===== src/rtl/target_scheduler.sv =====
// Picks the live scoring target for the ten-number obstacle row. Targets stay live for a bounded
// number of frames, accept one hit, report an award or a miss, then cool down.
module target_scheduler #(
  parameter int         TARGET_FRAMES   = 180,
  parameter int         COOLDOWN_FRAMES = 30,
  parameter logic [7:0] LFSR_SEED       = 8'hA5
) (
  input  logic       clk,
  input  logic       resetN,
  input  logic       startOfFrame,
  input  logic       enable,
  input  logic       hit,
  output logic [3:0] scoreNumber,
  output logic       targetActive,
  output logic       scorePulse,
  output logic [4:0] scoreValue,
  output logic       missPulse,
  output logic [3:0] streak
);

  localparam int FMAX = (TARGET_FRAMES > COOLDOWN_FRAMES) ? TARGET_FRAMES : COOLDOWN_FRAMES;
  localparam int FW   = $clog2(FMAX + 1);
  localparam logic [FW-1:0] TLAST = FW'(TARGET_FRAMES - 1);
  localparam logic [FW-1:0] CLAST = FW'(COOLDOWN_FRAMES - 1);

  typedef enum logic [1:0] {IDLE, ACTIVE, COOLDOWN} stateT;

  stateT         state;
  logic [FW-1:0] fcnt;
  logic [7:0]    lfsr;
  logic [3:0]    nib, folded, pick;
  logic [4:0]    award;

  // Fold the nibble into 0-9 and never repeat the target currently shown.
  always_comb begin
    nib    = lfsr[3:0];
    folded = (nib >= 4'd10) ? nib - 4'd10 : nib;
    pick   = folded;
    if (folded == scoreNumber) pick = (folded == 4'd9) ? 4'd0 : folded + 4'd1;
    award  = {1'b0, scoreNumber} + {1'b0, streak};
  end

  always_ff @(posedge clk or negedge resetN) begin
    if (!resetN) begin
      state        <= IDLE;
      fcnt         <= '0;
      lfsr         <= LFSR_SEED;
      scoreNumber  <= 4'd0;
      targetActive <= 1'b0;
      scorePulse   <= 1'b0;
      scoreValue   <= 5'd0;
      missPulse    <= 1'b0;
      streak       <= 4'd0;
    end else begin
      scorePulse <= 1'b0;
      missPulse  <= 1'b0;
      scoreValue <= 5'd0;
      // The LFSR free-runs on frames regardless of state; `pick` sees the pre-step value.
      if (startOfFrame) lfsr <= {lfsr[6:0], lfsr[7] ^ lfsr[5] ^ lfsr[4] ^ lfsr[3]};
      if (!enable) begin
        state        <= IDLE;
        fcnt         <= '0;
        targetActive <= 1'b0;
      end else begin
        case (state)
          IDLE: begin
            if (startOfFrame) begin
              scoreNumber  <= pick;
              fcnt         <= '0;
              targetActive <= 1'b1;
              state        <= ACTIVE;
            end
          end
          ACTIVE: begin
            if (hit) begin
              scorePulse   <= 1'b1;
              scoreValue   <= award;
              streak       <= (streak == 4'd15) ? 4'd15 : streak + 4'd1;
              fcnt         <= '0;
              targetActive <= 1'b0;
              state        <= COOLDOWN;
            end else if (startOfFrame) begin
              if (fcnt == TLAST) begin
                missPulse    <= 1'b1;
                streak       <= 4'd0;
                fcnt         <= '0;
                targetActive <= 1'b0;
                state        <= COOLDOWN;
              end else begin
                fcnt <= fcnt + 1'b1;
              end
            end
          end
          COOLDOWN: begin
            if (startOfFrame) begin
              if (fcnt == CLAST) begin
                scoreNumber  <= pick;
                fcnt         <= '0;
                targetActive <= 1'b1;
                state        <= ACTIVE;
              end else begin
                fcnt <= fcnt + 1'b1;
              end
            end
          end
          default: begin
            state        <= IDLE;
            fcnt         <= '0;
            targetActive <= 1'b0;
          end
        endcase
      end
    end
  end

endmodule

===== config.mk =====
export PLATFORM = sky130hd
export DESIGN_NAME = target_scheduler
export DESIGN_NICKNAME = d
export VERILOG_FILES = /design/src/rtl/target_scheduler.sv
export SDC_FILE = /design/constraint.sdc
export NUM_CORES = 1
export LEC_CHECK = 0
export ABC_AREA = 1
export BUFFER_PORTS_ARGS = -buffer_cell sky130_fd_sc_hd__buf_2
export CAP_MARGIN = 20
export CELL_PAD_IN_SITES_DETAIL_PLACEMENT = 1
export CELL_PAD_IN_SITES_GLOBAL_PLACEMENT = 1
export CORE_MARGIN = 5
export CORE_UTILIZATION = 46
export CTS_CLUSTER_DIAMETER = 30
export DETAILED_ROUTE_END_ITERATION = 10
export PLACE_DENSITY = 0.92
export RECOVER_POWER = 100
export SYNTH_ARGS = -nofsm -noshare
export SYNTH_HDL_FRONTEND = slang
export SYNTH_SLANG_ARGS = --single-unit

===== constraint.sdc =====
create_clock -name clk -period 2.65 [get_ports clk]
set_input_delay 0.53 -clock clk [delete_from_list [all_inputs] [get_ports clk]]
set_output_delay 0.53 -clock clk [all_outputs]
set_load 0.03 [all_outputs]

======== After elaboration in Yosys (flattened, before gate mapping) ========
Cells that the tools add are included.
storage, ports and cells
  flip-flop bits (word level) ............. 34
  input port bits ......................... 5
  output and inout bits ................... 16
  word-level logic and storage cells ...... 87
cells by class
  add/subtract/negate cells ............... 5
  $lt $le $gt $ge ......................... 1
  equality and inequality tests ........... 15
  muxes and demuxes ....................... 46
  bitwise operators ....................... 3
  reductions and logical operators ........ 8
operators with widths
  kind                                                                   count
  8-bit 2-to-1 mux                                                       7
  4-bit 2-to-1 mux                                                       10
  8-bit case mux with 3 select lines                                     1
  1-bit 2-to-1 mux                                                       15
  5-bit 2-to-1 mux                                                       3
  2-bit 2-to-1 mux                                                       7
  5-bit AND reduction                                                    2
  3-bit inequality test, second input constant                           3
  4-bit by 1-bit adder with 4-bit output, second input constant          2
  8-bit by 1-bit adder with 8-bit output, second input constant          1
  4-bit equality test, second input constant                             2
  8-bit by 5-bit equality test with 1-bit output, second input constant  1
  8-bit equality test, second input constant                             1
  4-bit inequality test, second input constant                           2
  4-bit case mux with 2 select lines                                     1
  2-bit inequality test, second input constant                           3
  2-bit case mux with 3 select lines                                     1
  2-bit nonzero test                                                     3
  4-bit by 4-bit adder with 5-bit output                                 1
  4-bit equality test                                                    1
  4-bit >= comparator, second input constant                             1
  4-bit AND reduction                                                    1
  4-bit subtractor, second input constant                                1
  1-bit case mux with 3 select lines                                     1
  5 further kinds                                                        7

======== Depth between registers and ports, before layout ========
Gate-level depths: netlist of run 1.
  depth after elaboration ................. 8
  gate-level depth with buffers ........... 13
  gate-level depth less buffers ........... 13

======== Least setup slack after synthesis of run 1 ========
OpenSTA, ideal clock, no wires.
  kind .................................... reg2reg
  from .................................... register state[0]
  to ...................................... register fcnt[6]
  library setup time ...................... 133 ps
  arrival time ............................ 1609 ps
  data required time ...................... 2517 ps
  setup slack ............................. 909 ps
  cell stages (with the launch flop) ...... 10
  path buffers ............................ 0
  period minus slack after synthesis ...... 1741 ps
  path through ............................ dfrtp_1 > inv_1 > ha_1 > nor2_1 > nand2_1 > nand3_1 > nand3_1 > nor2_1 > xnor2_1 > a21oi_1
between the ends
  cells in the longest elaborated chain, start to end .. 3
  elaborated cells on any way between the ends .. 9
  classes of those cells .................. eq/ne: 5; mux: 2; reduce/logical: 2
ends and longest elaborated chain
  what                                                                          line  RTL
  start, declared                                                               28    stateT state;
  start signal, assigned                                                        45    state <= IDLE;
  start signal, assigned                                                        61    state <= IDLE;
  start signal, assigned                                                        71    state <= ACTIVE;
  2-bit by 1-bit equality test with 1-bit output, or another cell as far along  65    case (state)
  4-bit inequality test (no source line), or another cell as far along          n/a
  3-bit AND reduction (no source line) or 8-bit 2-to-1 mux (tied branches)      n/a
  end signal, assigned                                                          90    fcnt <= fcnt + 1'b1;
  end signal, assigned                                                          102   fcnt <= fcnt + 1'b1;
  end, declared                                                                 29    logic [FW-1:0] fcnt;
Parallel ways exist; a longest one is shown, timed or not.
A chain may end at the register's enable or synchronous reset.

======== Final worst setup path of run 1 ========
Ends and elaborated chain as after synthesis.

==> impl_results.md, run 1 <==
* Status: finished, violations left
* Violated checks: max-capacitance violations, max-slew violations
* CTS Buf Count at 5
* # resized after CTS at 0
* Most numerous cell in the Yosys netlist: sky130_fd_sc_hd__nand2_1
* Worst VDD drop at ~0.00033 V
* Unique masters post-synth at 28
* Tmin final at 1.99 ns
* Synth async-reset ratio at between 90% and 100%
* Kind of cell with the highest combined delay on the critical path: simple AND/OR/NAND/NOR gates
* Post-Layout Cell Count at around 320
* Flop pwr share at 35.1%
* Die height at ~75 microns
* Pwr dens at roughly 1100 nW/um^2
* Net switching power of the design at 1.09 mW
* H-tree levels at 2
* Syn Std Cell Area at ~1900 sq um
* Clock transition at the registers of the reported paths at 0.07 ns
* CP Data Arrival Time at 2.14 ns
* Worst-case headroom to the max-slew limit at -19.9%
* Combinational share of power at around half
* Number of hold buffers added after CTS at 0
* Worst reg2reg startpoint: state[0]
* Maximum clock frequency at 0.502 GHz
* Classification of the worst setup path: flip-flop to flip-flop
* Combined buffer and inverter count along the critical path at 1
* Number of inserted filler cells in the final layout at between 500 and 600
* Ranking of synthesized cells by area: sky130_fd_sc_hd__dfrtp_1 (37%), sky130_fd_sc_hd__nand2_1 (11%), sky130_fd_sc_hd__ha_1 (7.8%)
* I/O pin count at 21
* Ratio of routed vias to standard cells at between 5 and 6
* Maximum number of pins on one net before global-route repair at 34
* Endpoint of the lowest-slack register-to-register path: fcnt[6]
* Chain of cells forming the critical path: inv_1 -> ha_1 -> nor2_1 -> nand2_1 -> nand3_1 -> nand3_1 -> nor2_1 -> xnor2_1 -> a21oi_1
* Cell count after synthesis at 242
* Buffers inserted during post-CTS setup optimization at 0
* Congestion Overflow GR at 0
* Total die area at about 5600 sq um
* Required arrival time at the worst endpoint at 2.80 ns
* Synth top area share at between 30% and 40%
* Number of flops mapped to enable cells by yosys at 0
* Share of synthesized area occupied by flip-flops and latches at 42.9%
* Clock root buffer master: sky130_fd_sc_hd__clkbuf_8
* Starting utilization of the core area at between 40 and 50%
* Synth area leader: sky130_fd_sc_hd__dfrtp_1
* Synth top cells by count: sky130_fd_sc_hd__nand2_1 (59), sky130_fd_sc_hd__dfrtp_1 (29), sky130_fd_sc_hd__inv_1 (28), sky130_fd_sc_hd__nand3_1 (17), sky130_fd_sc_hd__o21ai_0 (16)
* Core outline area at 4030 sq um
* Detailed placement HPWL at roughly 3.5 mm
* Ant diodes at 0
* Row cnt at 23
* Path depth of the worst reg2reg path at 9
* Switching portion of total power at between 40 and 50%
* Warning count from the yosys run at 0
* Worst Hold Path EP: lfsr[7]
* Final setup TNS at 0 ns
* Main flop type after synthesis: sky130_fd_sc_hd__dfrtp_1
* Top fanout value on the critical path at 15
* Port Buffers at 20
* Syn Nets at 260
* Fraction of the cycle the final worst path needs at 75.1%
* Flop-to-flop setup slack at approximately 0.66 ns
* Fin. max-slew vios at 34
* Worst hold margin at about 0.5 ns
* Clock sink count at 33
* Final weighted congestion of routability-driven global placement at 0.838
* Wire length after detailed routing at ~4.7 mm
* Crit path max-delay cell type: sky130_fd_sc_hd__nand3_1
* Syn avg cell area at between 8 and 9 sq um
* Post-synthesis to final-layout area growth at 9.69%
* Total leakage power at 1.05 nW
* Int Pwr at approximately 1.2 mW
* Critical Path Sink Type: flip-flop
* Register area at approximately 830 sq um
* Clock tree from TritonCTS: yes
* Post-placement cell count at 307
* Utilization of the core after routing at between 50% and 60%
* WL/cell at between 10 and 15 microns
* Net total in the final layout at 282
* Worst min-delay path class: flip-flop to flip-flop
* Global-route wire length before repair at about 7.9 mm
* Setup skew after layout at approximately 0.009 ns
* Startpoint of the most critical hold path: lfsr[7]
* FF+latch count, synth at 33
* Fraction of final layout cells with drive strength greater than 1 at between 8 and 9%
* Initial drt markers at between 60 and 70
* Routed via count at ~1600
* Initial antenna violation count at 0
* Max incr delay on CP at 0.40 ns
* Setup repair after global routing missed its margin: false
* Hold violation total from the final report at 0
* Max-cap viol count at 1
* Number of failing setup endpoints in the final timing report at 0
* Cell count of the worst hold path at 2
* Transition time at the pin with the least slew margin at ~1.8 ns
* Antenna viol nets, final at 0
* Drt drc at 0
* Area taken by multi-input logic gates at approximately 950 sq um
* Drt pass-1 iters at 4
* Number of buffers between clock root and the deepest sink at 2
* Via count of the first global-routing pass at 1734
* Part of the power in the clock network at 16.6%
* Type of origin of the critical path: flip-flop
* Clock latency on the worst-skew pair at approximately 0.29 ns
* All-layer global routing usage at between 10% and 20%
* Die Width at ~75 microns
final cells by class:
type                       count  share of cell area [%]
clock buffer                   6                    3.42
clock inverter                 2                   0.471
inverter                      33                    5.83
multi-input combinational    171                    44.6
sequential                    33                    39.1
tap                           50                    2.94
timing repair buffer          20                    3.65
worst min-delay path: cells and delay by family (launching register included):
family | cells | cell delay (ns)
simple gates | 1 | 0.06
compound gates | 1 | 0.07
flops | 1 | 0.37
layer usage:
metal	up-vias	wire (microns)	part of all wire (%)	GRT usage, %
met4	0	62	1.3	5.93
met3	6	145	3.1	4.81
li1	819	-	-	-
met2	16	2430	52	35.6
met5	-	0	0	0
met1	804	2030	44	20.9
cell usage in the layout (no fill, tap or decap), drive strengths merged:
master	count
a21o	1
a21oi	13
a31oi	2
buf	2
clkbuf	24
clkinv	2
dfrtp	29
dfstp	4
fa	1
ha	12
inv	33
mux2i	1
nand2	65
nand3	17
nand3b	2
nand4	5
nor2	17
nor3	3
o21ai	19
o22ai	3
o31ai	1
xnor2	5
xor2	4
logic make-up after synthesis:
| logic type | Yosys count | synth area share [%] |
|---|---|---|
| AO/OA/AOI/OAI | 39 | 10.7 |
| XOR/XNOR | 9 | 4.07 |
| adder cells (fa/ha/maj) | 13 | 8.79 |
| AND/OR/NAND/NOR | 109 | 25.4 |
| flip-flops | 33 | 42.9 |
| buffers and inverters | 38 | 7.69 |
| multiplexers | 1 | 0.517 |
through the flow:
step,area (sq um),worst slack [ns],power (mW)
2_1_floorplan,1940,0.909,1.64
3_3_place_gp,2070,0.760,1.86
3_5_place_dp,2070,0.641,1.93
4_1_cts,2160,0.628,2.32
5_1_grt,2120,0.452,2.46
6_report,2120,0.659,2.25
worst max path at each step:
| stage | from | endpoint | slack (ns) | cells after the start |
|---|---|---|---|---|
| global placement | state[0] | fcnt[6] | 0.76 | 9 |
| detailed placement | state[0] | fcnt[6] | 0.64 | 9 |
| floorplan | state[0] | fcnt[6] | 0.91 | 9 |
| CTS | state[0] | fcnt[6] | 0.63 | 9 |
| global route | state[0] | fcnt[6] | 0.45 | 9 |
| finish | state[0] | fcnt[6] | 0.66 | 9 |
sequential cells by signal (all words and copies together), names as in the netlist:
| name | cells |
|---|---|
| fcnt | 8 |
| lfsr | 8 |
| scoreValue | 5 |
| scoreNumber | 4 |
| streak | 4 |
| state | 2 |
| missPulse | 1 |
| scorePulse | 1 |
power groups by stage:
stage | Combinational (mW) | Sequential [mW] | Clock [mW]
after global routing | 1.23 | 0.814 | 0.410
after detailed placement | 1.13 | 0.803 | 0
after global placement | 1.07 | 0.794 | 0
after floorplan | 0.749 | 0.888 | 0
final | 1.09 | 0.791 | 0.374
after CTS | 1.14 | 0.793 | 0.387
Power figures use the tool's default switching activity.
==> run 2: changes to the inputs <==
--- a/config.mk
+++ b/config.mk
@@ -11,10 +11,10 @@
 export CELL_PAD_IN_SITES_DETAIL_PLACEMENT = 1
 export CELL_PAD_IN_SITES_GLOBAL_PLACEMENT = 1
 export CORE_MARGIN = 5
-export CORE_UTILIZATION = 46
+export CORE_UTILIZATION = 43
 export CTS_CLUSTER_DIAMETER = 30
 export DETAILED_ROUTE_END_ITERATION = 10
-export PLACE_DENSITY = 0.92
+export PLACE_DENSITY = 0.87
 export RECOVER_POWER = 100
 export SYNTH_ARGS = -nofsm -noshare
 export SYNTH_HDL_FRONTEND = slang
==> constraint.sdc (replaced) <==
create_clock -name clk -period 1.87 [get_ports clk]
set_input_delay 0.374 -clock clk [delete_from_list [all_inputs] [get_ports clk]]
set_output_delay 0.374 -clock clk [all_outputs]
set_load 0.03 [all_outputs]
==> run 2 against run 1 <==
  * The flow now finishes without violations
  * Global-route usage down 1.2 points
  * Power rose by 53%
  * Sequential power increased by 43%
  * Count of clock-buffer cells in the layout rose by 2
  * Maximum frequency rose by 6.5%
  * Final cell count grew 2.9%
  * Routed wire length increased by 9.7%
  * Clock power rose by 49%
  * Combinational power rose by 61%
  * Core utilization decreased by 1.9 points
  * Cell area rose by 4.1%
  * First-iteration DRC count rose by 7.4%
  * Largest cell class unchanged
==> impl_results.md, run 2 (synthesis gave the netlist of run 1 again) <==
* Routed via count at 1719 (was 1645)
* Fraction of the cycle the final worst path needs at 100% (was 75.1%)
* CP Data Arrival Time at 2.05 ns (was 2.14 ns)
* Clock tree from TritonCTS: yes (unchanged)
* Layout Cell Area excl Fill at 2210 sq um (was 2120 sq um)
* Endpoint of the lowest-slack register-to-register path: scoreNumber[2] (was fcnt[6])
* Fraction of final layout cells with drive strength greater than 1 at 12.5% (was 8.30%)
* Transition time at the pin with the least slew margin at 0.832 ns (was 1.80 ns)
* Die Width at 77.1 microns (was 74.9 microns)
* Clock latency on the worst-skew pair at 0.29 ns (about the same)
* Top fanout value on the critical path at 5 (was 15)
* Via count of the first global-routing pass at 1818 (was 1734)
* Die height at 77.1 microns (was 74.9 microns)
* Port Buffers at 20 (unchanged)
* Register area at 831 sq um (unchanged)
* Flop-to-flop setup slack at 0.0009 ns (was 0.66 ns)
* Setup skew after layout at 0.00797 ns (was 0.00890 ns)
* Ant diodes at 0 (unchanged)
* Clock transition at the registers of the reported paths at 0.07 ns (about the same)
* Clock sink count at 33 (unchanged)
* Utilization of the core after routing at 50.8% (was 52.7%)
* Classification of the worst setup path: flip-flop to flip-flop (unchanged)
* Total die area at 5950 sq um (was 5610 sq um)
* Type of origin of the critical path: flip-flop (unchanged)
* Area taken by multi-input logic gates at 975 sq um (was 947 sq um)
* Worst-case setup slack after placement at 0.0861 ns (was 0.641 ns)
* Ratio of routed vias to standard cells at 5.31 (was 5.22)
* Top library cells by usage in the layout, fill and taps aside: sky130_fd_sc_hd__nand2_1 (58), sky130_fd_sc_hd__inv_1 (29), sky130_fd_sc_hd__dfrtp_1 (29) (was sky130_fd_sc_hd__nand2_1 (61), sky130_fd_sc_hd__inv_1 (29), sky130_fd_sc_hd__dfrtp_1 (29))
* Maximum number of pins on one net before global-route repair at 34 (unchanged)
* Final weighted congestion of routability-driven global placement at 0.846 (was 0.838)
* Setup WS post-layout at 0.000886 ns (was 0.659 ns)
* Status: completed (was finished, violations left)
* CTS Buf Count at 5 (unchanged)
* Row cnt at 24 (was 23)
* Worst VDD drop at 0.000384 V (was 0.000335 V)
* Fin. max-slew vios at 0 (was 34)
* All-layer global routing usage at 17.8% (was 19.0%)
* Post-placement cell count at 313 (was 307)
* Hold violation total from the final report at 0 (unchanged)
* Post-Layout Cell Count at 324 (was 315)
* Post-synthesis to final-layout area growth at 14.2% (was 9.69%)
* WL/cell at 15.8 microns (was 14.8 microns)
* Initial drt markers at 73 (was 68)
* Total leakage power at 1.09 nW (was 1.05 nW)
* Wire length after detailed routing at 5.13 mm (was 4.67 mm)
* Core outline area at 4350 sq um (was 4030 sq um)
* H-tree levels at 2 (unchanged)
* Critical Path Sink Type: flip-flop (unchanged)
* Number of buffers between clock root and the deepest sink at 2 (unchanged)
* Global-route wire length before repair at 8.56 mm (was 7.95 mm)
* Worst-case headroom to the max-slew limit at 44.5% (was -19.9%)
* Number of inserted filler cells in the final layout at 559 (was 523)
* Detailed placement HPWL at 3.61 mm (was 3.53 mm)
* Worst reg2reg startpoint: lfsr[2] (was state[0])
* Number of failing setup endpoints in the final timing report at 0 (unchanged)
* Drt pass-1 iters at 4 (unchanged)
* Tmin final at 1.87 ns (was 1.99 ns)
* Drt drc at 0 (unchanged)
* Clock root buffer master: sky130_fd_sc_hd__clkbuf_8 (unchanged)
* Net total in the final layout at 289 (was 282)
* Number of hold buffers added after CTS at 0 (unchanged)
* Path depth of the worst reg2reg path at 11 (was 9)
* Initial antenna violation count at 0 (unchanged)
* Antenna viol nets, final at 0 (unchanged)
* Required arrival time at the worst endpoint at 2.05 ns (was 2.80 ns)
* Post-detailed-placement cell area at 2110 sq um (was 2070 sq um)
* Max-cap viol count at 0 (was 1)
* Regs by FF count: fcnt x8, lfsr x8, scoreValue x5 (unchanged)
* Maximum clock frequency at 0.535 GHz (was 0.502 GHz)
* Starting utilization of the core area at 44.5% (was 48.1%)
* Worst min-delay path class: input port to async pin (was flip-flop to flip-flop)
* Commonest non-fill, non-tap cell in the layout: sky130_fd_sc_hd__nand2_1 (unchanged)
* Congestion Overflow GR at 0 (unchanged)
* Worst hold margin at 0.255 ns (was 0.502 ns)
* Pwr dens at 1560 nW/um^2 (was 1060 nW/um^2)
* I/O pin count at 21 (unchanged)
==> run 2: layer usage <==
layer	part of all wire, %	track usage [%]	wire, microns	up-vias
li1	-	-	-	835
met1	39	20.4	2020	830
met2	53	31.3	2720	36
met3	4.3	4.57	218	18
met4	3.2	7.22	164	0
met5	0	0	0	-
==> run 2: cell type report <==
class / count / area share [%]
repair buffers: 27 / 5.77
clock buffers: 8 / 4.07
multi-input cells: 171 / 44.1
well taps: 52 / 2.94
flip-flops and latches: 33 / 37.6
inverters: 33 / 5.60
==> run 2: worst max-delay path: stages (launching register included) <==
cell and delay, ns:
sky130_fd_sc_hd__dfstp_1 0.57, sky130_fd_sc_hd__inv_2 0.09, sky130_fd_sc_hd__ha_4 0.27, sky130_fd_sc_hd__nand2_2 0.05, sky130_fd_sc_hd__nand2_2 0.11, sky130_fd_sc_hd__inv_1 0.10
sky130_fd_sc_hd__o21ai_0 0.11, sky130_fd_sc_hd__nand2_1 0.12, sky130_fd_sc_hd__nand3_1 0.12, sky130_fd_sc_hd__nand2_1 0.06, sky130_fd_sc_hd__nand2_1 0.08, sky130_fd_sc_hd__nand2_1 0.07
==> run 2: metrics by stage <==
step                      power [mW]  setup TNS (ns)
after detailed placement        2.77               0
after global routing            3.73          -0.133
final                           3.45               0
after floorplan                 2.32               0
after CTS                       3.38               0
after global placement          2.66               0
==> run 2: timing repair <==
action,CTS,global route
setup endpoints to repair,0,6
resized for setup,0,3
setup buffers,0,3
==> run 2: worst max-delay path by stage <==
stage | start | to | slack, ns | cells after the start
detailed placement | lfsr[2] | scoreNumber[3] | 0.09 | 12
global placement | lfsr[2] | scoreNumber[1] | 0.19 | 12
global route | lfsr[2] | scoreNumber[2] | -0.11 | 11
CTS | lfsr[2] | scoreNumber[3] | 0.06 | 12
floorplan | state[0] | fcnt[6] | 0.13 | 9
finish | lfsr[2] | scoreNumber[2] | 0.0009 | 11
==> run 2: report_power, final <==
group / leakage, nW / switching (mW) / internal (mW)
clock: 0.0455 / 0.257 / 0.300
combinational: 0.616 / 1.18 / 0.577
sequential: 0.429 / 0.233 / 0.895
total: 1.09 / 1.68 / 1.77
==> run 3: changes to the inputs <==
--- a/config.mk
+++ b/config.mk
@@ -10,7 +10,7 @@
 export CAP_MARGIN = 20
 export CELL_PAD_IN_SITES_DETAIL_PLACEMENT = 1
 export CELL_PAD_IN_SITES_GLOBAL_PLACEMENT = 1
-export CORE_MARGIN = 5
+export CORE_MARGIN = 2
 export CORE_UTILIZATION = 43
 export CTS_CLUSTER_DIAMETER = 30
 export DETAILED_ROUTE_END_ITERATION = 10
==> constraint.sdc (replaced) <==
create_clock -name clk -period 2.1 [get_ports clk]
set_input_delay 0.42 -clock clk [delete_from_list [all_inputs] [get_ports clk]]
set_output_delay 0.42 -clock clk [all_outputs]
set_load 0.03 [all_outputs]
==> run 3 against run 2 <==
  * Count of clock-buffer cells in the layout shrank 3
  * Sequential cell count did not move
  * Register-to-register slack gained 0.29 ns
  * Via count decreased by 1.9%
  * Power is 16% lower
  * Largest power group unchanged
  * Clock skew is 0.0021 ns higher
  * Final cell count is 1.9% lower
==> impl_results.md, run 3 (synthesis gave the netlist of run 1 again) <==
* Via count of the first global-routing pass at 1767 (was 1818)
* Clock latency on the worst-skew pair at 0.30 ns (was 0.29 ns)
* Worst reg2reg startpoint: lfsr[2] (unchanged)
* Launch point of the critical path: lfsr[2] (unchanged)
* Fraction of the cycle the final worst path needs at 86.3% (was 100%)
* Critical Path Sink Type: flip-flop (unchanged)
* Worst min-delay path class: input port to async pin (unchanged)
* Initial antenna violation count at 0 (unchanged)
* Setup WS post-layout at 0.287 ns (was 0.000886 ns)
* Die Width at 71.1 microns (was 77.1 microns)
* Fraction of final layout cells with drive strength greater than 1 at 10.5% (was 12.5%)
* Drt pass-1 iters at 4 (unchanged)
* Worst-case setup slack after placement at 0.319 ns (was 0.0861 ns)
* CP Data Arrival Time at 2.00 ns (was 2.05 ns)
* Global-route wire length before repair at 7.93 mm (was 8.56 mm)
* Transition time at the pin with the least slew margin at 0.751 ns (was 0.832 ns)
* Flop pwr share at 34.6% (was 32.7%)
* Fin. max-slew vios at 0 (unchanged)
* Drt drc at 0 (unchanged)
* Regs by FF count: fcnt x8, lfsr x8, scoreValue x5 (unchanged)
* Clock sink count at 33 (unchanged)
* Total die area at 5060 sq um (was 5950 sq um)
* Part of the power in the clock network at 16.7% (was 16.2%)
* Net total in the final layout at 283 (was 289)
* Total power at 2.89 mW (was 3.45 mW)
* Type of origin of the critical path: flip-flop (unchanged)
* All-layer global routing usage at 20.1% (was 17.8%)
* Highest signal layer in the routed design: met4 (unchanged)
* # resized after CTS at 0 (unchanged)
* Row cnt at 24 (unchanged)
* Setup repair after global routing missed its margin: false
* Antenna viol nets, final at 0 (unchanged)
* Core outline area at 4350 sq um (unchanged)
* Initial drt markers at 47 (was 73)
* Max-cap viol count at 0 (unchanged)
* Post-synthesis to final-layout area growth at 10.9% (was 14.2%)
* Routed via count at 1686 (was 1719)
* Clock root buffer master: sky130_fd_sc_hd__clkbuf_8 (unchanged)
* Pwr dens at 1350 nW/um^2 (was 1560 nW/um^2)
* Status: completed (unchanged)
* Ratio of routed vias to standard cells at 5.30 (was 5.31)
* CTS Buf Count at 5 (unchanged)
* Switching portion of total power at 48.8% (was 48.6%)
* Starting utilization of the core area at 44.5% (unchanged)
* Buffers inserted during post-CTS setup optimization at 0 (unchanged)
* Endpoint of the lowest-slack register-to-register path: scoreNumber[1] (was scoreNumber[2])
* H-tree levels at 2 (unchanged)
* Net switching power of the design at 1.41 mW (was 1.68 mW)
* Number of failing setup endpoints in the final timing report at 0 (unchanged)
* Number of hold buffers added after CTS at 0 (unchanged)
* Port Buffers at 20 (unchanged)
* WL/cell at 14.4 microns (was 15.8 microns)
* Combinational share of power at 48.8% (was 51.1%)
* Layout Cell Area excl Fill at 2150 sq um (was 2210 sq um)
* Int Pwr at 1.48 mW (was 1.77 mW)
* Commonest non-fill, non-tap cell in the layout: sky130_fd_sc_hd__nand2_1 (unchanged)
* Ant diodes at 0 (unchanged)
* Tmin final at 1.81 ns (was 1.87 ns)
* Number of buffers between clock root and the deepest sink at 2 (unchanged)
* Final setup TNS at 0 ns (unchanged)
* Maximum clock frequency at 0.552 GHz (was 0.535 GHz)
* Flop-to-flop setup slack at 0.29 ns (was 0.0009 ns)
* Top fanout value on the critical path at 6 (was 5)
* Worst-case headroom to the max-slew limit at 49.9% (was 44.5%)
* Maximum number of pins on one net before global-route repair at 34 (unchanged)
* Last element of the critical path: scoreNumber[1] (was scoreNumber[2])
* Number of inserted filler cells in the final layout at 561 (was 559)
* Detailed route wirelength on metal2 at 2.41 mm (was 2.72 mm)
* Wire length after detailed routing at 4.57 mm (was 5.13 mm)
* Top library cells by usage in the layout, fill and taps aside: sky130_fd_sc_hd__nand2_1 (60), sky130_fd_sc_hd__inv_1 (30), sky130_fd_sc_hd__dfrtp_1 (29) (was sky130_fd_sc_hd__nand2_1 (58), sky130_fd_sc_hd__inv_1 (29), sky130_fd_sc_hd__dfrtp_1 (29))
* Die height at 71.1 microns (was 77.1 microns)
* Congestion Overflow GR at 0 (unchanged)
* Met3 routed WL at 121 microns (was 218 microns)
* Setup skew after layout at 0.0100 ns (was 0.00797 ns)
* Worst VDD drop at 0.000338 V (was 0.000384 V)
* Required arrival time at the worst endpoint at 2.29 ns (was 2.05 ns)
* Post-detailed-placement cell area at 2080 sq um (was 2110 sq um)
* Detailed-routing wirelength on met1 at 1.92 mm (was 2.02 mm)
* I/O pin count at 21 (unchanged)
* Hold violation total from the final report at 0 (unchanged)
* Clock transition at the registers of the reported paths at 0.08 ns (was 0.07 ns)
* Detailed placement HPWL at 3.41 mm (was 3.61 mm)
* Classification of the worst setup path: flip-flop to flip-flop (unchanged)
* Path depth of the worst reg2reg path at 12 (was 11)
* Final weighted congestion of routability-driven global placement at 0.828 (was 0.846)
* Clock tree from TritonCTS: yes (unchanged)
* Total leakage power at 1.06 nW (was 1.09 nW)
==> run 3: worst min-delay path by stage <==
| stage | slack [ns] | depth (start not counted) | startpoint | endpoint |
|---|---|---|---|---|
| 2_1_floorplan | 0.12 | 0 | resetN | fcnt[0] |
| 3_3_place_gp | 0.47 | 2 | lfsr[6] | lfsr[7] |
| 3_5_place_dp | 0.49 | 2 | lfsr[6] | lfsr[7] |
| 4_1_cts | 0.22 | 1 | resetN | scoreValue[0] |
| 5_1_grt | 0.26 | 1 | resetN | scoreValue[1] |
| 6_report | 0.19 | 1 | resetN | scoreValue[0] |
==> run 3: layer usage <==
metal	vias to the layer above	track usage, %
li1	825	-
met1	828	22.8
met2	24	36.1
met3	9	3.42
met4	0	9.85
met5	-	0
==> run 3: metrics by stage <==
stage / hold WS (ns) / utilization [%] / std cells
after floorplan: 0.124 / - / 242
after global placement: 0.466 / 47.9 / 310
after detailed placement: 0.489 / 47.9 / 310
after CTS: 0.216 / 49.9 / 318
after global routing: 0.259 / 49.3 / 318
final: 0.187 / 49.3 / 318
==> run 3: power by group through the flow <==
stage	registers (mW)	logic, mW	clock network, mW
after floorplan	1.12	0.946	0
after global placement	1.01	1.35	0
after detailed placement	1.01	1.43	0
after CTS	1.00	1.46	0.495
after global routing	1.03	1.60	0.516
final	1.00	1.41	0.482
==> run 3: worst max-delay path, cell delays in order (launching register included) <==
cell and delay, ns:
sky130_fd_sc_hd__dfstp_1 0.54, sky130_fd_sc_hd__inv_2 0.06, sky130_fd_sc_hd__ha_1 0.27, sky130_fd_sc_hd__nand2_1 0.08
sky130_fd_sc_hd__nand2_1 0.11, sky130_fd_sc_hd__nand2_1 0.08, sky130_fd_sc_hd__nand2_1 0.06, sky130_fd_sc_hd__nor2_2 0.16
sky130_fd_sc_hd__nand2_2 0.11, sky130_fd_sc_hd__nand2_1 0.07, sky130_fd_sc_hd__o21ai_1 0.05, sky130_fd_sc_hd__nand2_1 0.06
sky130_fd_sc_hd__nand2_1 0.05
==> run 3: final cells by class <==
class | count | area, sq um | area share [%]
clock buffers | 5 | 68.8 | 3.21
clock inverters | 3 | 17.5 | 0.816
inverters | 33 | 124 | 5.77
multi-input cells | 171 | 955 | 44.5
flip-flops and latches | 33 | 831 | 38.7
well taps | 52 | 65.1 | 3.03
repair buffers | 21 | 86.3 | 4.02
